--- config.mk ---
export PLATFORM = sky130hd
export DESIGN_NAME = updown_seq_monitor
export DESIGN_NICKNAME = d
export VERILOG_FILES = /design/src/rtl/updown_mon_pkg.sv /design/src/rtl/seg7_dec2.sv /design/src/rtl/updown_seq_monitor.sv
export SDC_FILE = /design/constraint.sdc
export NUM_CORES = 1
export LEC_CHECK = 0
export BUFFER_PORTS_ARGS = -buffer_cell sky130_fd_sc_hd__buf_4
export CORE_ASPECT_RATIO = 1.4
export CORE_MARGIN = 10
export CORE_UTILIZATION = 56
export CTS_BUF_LIST = sky130_fd_sc_hd__clkbuf_4 sky130_fd_sc_hd__clkbuf_8 sky130_fd_sc_hd__clkbuf_16
export CTS_CLUSTER_DIAMETER = 150
export DETAILED_ROUTE_END_ITERATION = 10
export PLACE_DENSITY_LB_ADDON = 0.2
export SYNTH_ARGS = -nofsm -noshare
export SYNTH_HDL_FRONTEND = slang
export SYNTH_HIERARCHICAL = 1
export SYNTH_SLANG_ARGS = --single-unit
--- constraint.sdc ---
create_clock -name clk -period 3.2 [get_ports clk]
set_input_delay 0.64 -clock clk [delete_from_list [all_inputs] [get_ports clk]]
set_output_delay 0.64 -clock clk [all_outputs]
set_load 0.05 [all_outputs]
--- src/rtl/updown_mon_pkg.sv ---
// Shared types and constants for the up/down sequence monitor:
// FSM state encoding, direction codes and the 2-bit seven-segment table.
package updown_mon_pkg;

  typedef enum logic [1:0] {
    IDLE  = 2'd0,
    TRACK = 2'd1,
    FAULT = 2'd2
  } mon_state_e;

  localparam logic DIR_UP   = 1'b0;
  localparam logic DIR_DOWN = 1'b1;

  // Active-low segments, bit 6 = a ... bit 0 = g. Index is the digit 0..3.
  localparam logic [3:0][6:0] SEG_TABLE = {7'h06, 7'h12, 7'h4F, 7'h01};
  localparam logic [6:0]      SEG_OFF   = 7'h7F;

endpackage

--- src/rtl/seg7_dec2.sv ---
// Combinational decode of a 2-bit value to an active-low 7-segment pattern.
module seg7_dec2
  import updown_mon_pkg::*;
(
  input  logic [1:0] digit_i,
  output logic [6:0] seg_o
);

  assign seg_o = SEG_TABLE[digit_i];

endmodule

--- src/rtl/updown_seq_monitor.sv ---
// Monitors a free-running 2-bit up/down counter: checks each step against
// the value predicted from the previous sample and mode, reports wraps and
// step errors, and latches a sticky fault after ERR_LIMIT consecutive errors.
// Optional feature: define UPDOWN_MON_SEG_EN to drive a 7-segment view of q;
// without it seg is held dark.
module updown_seq_monitor
  import updown_mon_pkg::*;
#(
  parameter int WRAP_W    = 8,
  parameter int ERR_LIMIT = 3
) (
  input  logic              clk,
  input  logic              reset,
  input  logic              en,
  input  logic              m,
  input  logic [1:0]        q,
  input  logic              clr,
  output logic              dir,
  output logic              wrap,
  output logic [WRAP_W-1:0] wrap_cnt,
  output logic              err,
  output logic [3:0]        err_cnt,
  output logic              fault,
  output logic [6:0]        seg
);

  localparam logic [WRAP_W-1:0] WRAP_MAX = '1;
  localparam logic [3:0]        ERR_LIM4 = 4'(ERR_LIMIT);

  mon_state_e        state_q, state_d;
  logic [1:0]        prev_q_q, prev_q_d;
  logic              prev_m_q, prev_m_d;
  logic              dir_q, dir_d;
  logic              wrap_q, wrap_d;
  logic [WRAP_W-1:0] wrap_cnt_q, wrap_cnt_d;
  logic              err_q, err_d;
  logic [3:0]        err_cnt_q, err_cnt_d;
  logic              fault_q, fault_d;
  logic [1:0]        exp_q;
  logic              step_wraps;

  // Next-state: capture a reference, then compare every enabled step to it.
  always_comb begin
    state_d    = state_q;
    prev_q_d   = prev_q_q;
    prev_m_d   = prev_m_q;
    dir_d      = dir_q;
    wrap_d     = 1'b0;
    err_d      = 1'b0;
    wrap_cnt_d = wrap_cnt_q;
    err_cnt_d  = err_cnt_q;
    fault_d    = fault_q;
    exp_q      = prev_q_q + ((prev_m_q == DIR_DOWN) ? 2'd3 : 2'd1);
    // A correct step wraps only when leaving the end of its own direction.
    step_wraps = (prev_m_q == DIR_UP) ? (prev_q_q == 2'd3) : (prev_q_q == 2'd0);

    if (clr) begin
      // Clear wins over whatever the current step would have reported.
      fault_d    = 1'b0;
      err_cnt_d  = '0;
      wrap_cnt_d = '0;
      state_d    = IDLE;
    end else if (!en) begin
      state_d = IDLE;
    end else if (state_q == IDLE) begin
      prev_q_d = q;
      prev_m_d = m;
      state_d  = TRACK;
    end else begin
      // Always re-anchor on the new sample so one glitch costs one error.
      prev_q_d = q;
      prev_m_d = m;
      if (q == exp_q) begin
        err_cnt_d = '0;
        dir_d     = prev_m_q;
        if (step_wraps) begin
          wrap_d = 1'b1;
          if (wrap_cnt_q != WRAP_MAX) wrap_cnt_d = wrap_cnt_q + 1'b1;
        end
      end else begin
        err_d = 1'b1;
        if (err_cnt_q != 4'hF) err_cnt_d = err_cnt_q + 1'b1;
        if (err_cnt_d >= ERR_LIM4) fault_d = 1'b1;
      end
      state_d = fault_d ? FAULT : TRACK;
    end
  end

  // State and output registers, cleared asynchronously by reset.
  always_ff @(posedge clk or negedge reset) begin
    if (!reset) begin
      state_q    <= IDLE;
      prev_q_q   <= 2'd0;
      prev_m_q   <= DIR_UP;
      dir_q      <= DIR_UP;
      wrap_q     <= 1'b0;
      wrap_cnt_q <= '0;
      err_q      <= 1'b0;
      err_cnt_q  <= '0;
      fault_q    <= 1'b0;
    end else begin
      state_q    <= state_d;
      prev_q_q   <= prev_q_d;
      prev_m_q   <= prev_m_d;
      dir_q      <= dir_d;
      wrap_q     <= wrap_d;
      wrap_cnt_q <= wrap_cnt_d;
      err_q      <= err_d;
      err_cnt_q  <= err_cnt_d;
      fault_q    <= fault_d;
    end
  end

  assign dir      = dir_q;
  assign wrap     = wrap_q;
  assign wrap_cnt = wrap_cnt_q;
  assign err      = err_q;
  assign err_cnt  = err_cnt_q;
  assign fault    = fault_q;

`ifdef UPDOWN_MON_SEG_EN
  logic [6:0] seg_dec;
  logic [6:0] seg_q;

  seg7_dec2 u_seg7_dec2 (
    .digit_i (q),
    .seg_o   (seg_dec)
  );

  // Display register: shows the last q sampled while enabled.
  always_ff @(posedge clk or negedge reset) begin
    if (!reset)  seg_q <= SEG_TABLE[0];
    else if (en) seg_q <= seg_dec;
  end

  assign seg = seg_q;
`else
  assign seg = SEG_OFF;
`endif

endmodule

==> results.cfg <==
[outcome]
outcome = complete, no violations

[global_route]
grt_max_degree = 22
grt_pass1_wl_um = 4570
grt_use_total_pct = 12.6
antenna_found_initial = 0
overflow = 0
first_global_vias = 968

[yosys]
synthCells = 119
ys_types = 42
yosysSeqAreaShare_pct = 43.8
synth_area_mm2 = 0.00120
ys_seq_elements = 21
syn_avg_cell_area_um2 = 10.1
yosysWarnings = 6

[power]
p_per_area_mw_per_mm2 = 408
vdd_drop_max_v = 0.000403
leakage_nw = 0.624
total_power_uw = 563

[place]
port_buffers = 22
place.detailed.hpwl_um = 2030
globalplace.congestion = 0.777

[cts]
path_clk_slew_ns = 0.12
cts_buffer_depth = 2
cts_root_buffer = clkbuf_4
hold_buffers = 0
post_cts_buffers = 0
clock-sinks = 21
cts_tree = yes
cts_resized = 0
numCtsBuffers = 3
htree_levels = 1
insertion_delay_ns = 0.30

[detailed_routing]
viasPerCell = 5.91
detail_route.wl_per_cell_um = 16.4
first_pass_iters = 4
wirelength_um = 2650
ant_nets = 0
drt_iter0_drc = 32
dr_total_vias = 958
drc = 0

[setup_path]
cp-end-kind = flip-flop
cp-start-kind = flip-flop
path_class = reg2reg
cp_slowest_stage_delay_ns = 0.66
worstPathMaxFanout = 6
path_cells = ha_1 -> a21bo_2 -> a2111oi_0 -> nand2b_1 -> a21oi_1
arrival_ns = 2.23
cp_slowest_cell = a2111oi_0
r2r_slack_ns = 1.15
crit_required_ns = 3.38

[final_layout]
drive_above_1_share_pct = 26.2
final_util_pct = 69.0
syn2layout_area_growth_pct = 14.8
layout_commonest_cell = buf_4
final_cell_mix = 22 x buf_4, 21 x dfrtp_1, 9 x a21oi_1
diodes = 0
nNetsFinal = 151

[sta]
min_period_over_period_pct = 64.0
fin_skew_ns = 0.00409
tns_ns = 0
fin_crit_ns = 2.05
maxSlewViolCount = 0
rsz0062_at_grt = false
maxSlewHeadroom_pct = 51.2
setup_viol = 0
finalHoldViolCount = 0
whs_ns = 0.195
fmax_mhz = 488
worst_slew_pin_slew_ns = 0.713

[die]
die_h_um = 74.8
start_util_pct = 60.2
die_area_mm2 = 0.00442
core_mm2 = 0.00200
row_count = 19
die_w_um = 59.1
ioPinCount = 30

[run]
maxCapViolCount = 0

[worst_hold_path]
hold_class = in2async
## path summary, 6_finish.rpt
kind                                 start          end  depth (start not counted)
worst max-delay path            err_cnt[0]   state_q[1]                          5
worst min-delay path                 reset  wrap_cnt[7]                          1
worst max register to register  err_cnt[0]   state_q[1]                          5
worst min register to register         dir          dir                          1
max in group asynchronous            reset        fault                          1
min in group clk                       dir          dir                          1
## final cells by class
| type | instances | area, um^2 |
|---|---|---|
| clock buffer | 3 | 22.5 |
| timing repair buffer | 22 | 165 |
| clock inverter | 1 | 5.00 |
| multi-input combinational | 89 | 616 |
| sequential | 21 | 526 |
| tap | 21 | 26.3 |
| inverter | 5 | 18.8 |
| fill | 173 | 618 |
## worst max-delay path: cells and delay by family (launching register included)
| kind | cells | cell delay (ns) |
|---|---|---|
| AND/OR/NAND/NOR | 1 | 0.22 |
| adder cells (fa/ha/maj) | 1 | 0.27 |
| flip-flops | 1 | 0.46 |
| AO/OA/AOI/OAI | 3 | 0.98 |
## metrics by stage
| step | cell area [um^2] | setup WS [ns] | std cells |
|---|---|---|---|
| after floorplan | 1220 | 1.09 | 125 |
| after global placement | 1350 | 1.20 | 158 |
| after detailed placement | 1350 | 1.15 | 158 |
| after CTS | 1380 | 1.14 | 162 |
| after global routing | 1380 | 1.01 | 162 |
| final | 1380 | 1.15 | 162 |
## Yosys cell counts, drive strengths merged
library cell  number  area share, %
a21oi              9            3.7
xnor3              1            2.0
inv                5            1.6
o22ai              3            1.6
and3               3            1.6
ha                 2            2.1
a31oi              5            2.6
nor2b              6            3.1
o21ba              1           0.83
nand3b             4            2.5
nand4b             1           0.73
nand2              3           0.94
buf                7            4.4
nand4bb            1           0.94
and4               3            2.2
nand3              1           0.42
nand2b             2            1.0
mux2i              2            2.7
nor2               7            2.4
a21bo              1           0.83
nand4              2            1.0
nor3b              1           0.63
dfrtp             21             44
mux2               4            4.1
nor3               1           0.42
or4                2            1.2
or3                2            1.0
a2111oi            1           0.73
o21a               1           0.63
nor4               1           0.52
conb               1           0.31
o21ai              6            2.5
clkbuf             3           0.94
o22a               1           0.83
and2               1           0.52
o31a               1           0.73
or3b               1           0.73
o31ai              2            1.2
## registers in the layout, indices dropped and copies added, names as in the netlist
signal	cells
prev_m_q	1
prev_q_q	2
wrap_cnt	8
fault	1
state_q	2
err	1
dir	1
wrap	1
err_cnt	4
## cells by family after synthesis
logic type / count (synthesis) / synth area share (%)
compound gates: 31 / 16.2
fa+ha+maj: 2 / 2.08
other cells: 1 / 0.312
xor+xnor: 1 / 1.98
flops: 21 / 43.7
buf+inv: 15 / 6.88
mux: 6 / 6.77
simple gates: 42 / 22.0
## routing by layer
metal  track usage [%]  part of all wire (%)  wire length (um)
met2              22.6                    51              1350
met4              3.84                   1.0                27
met5                 0                     0                 0
met1              13.9                    42              1110
met3              3.37                   5.8               155
## report_power, final
group          total, mW  switching, mW  internal [mW]
clock              0.127         0.0804         0.0466
combinational      0.143         0.0887         0.0538
sequential         0.293         0.0142          0.279
total              0.563          0.183          0.379
Power figures use the tool's default switching activity.
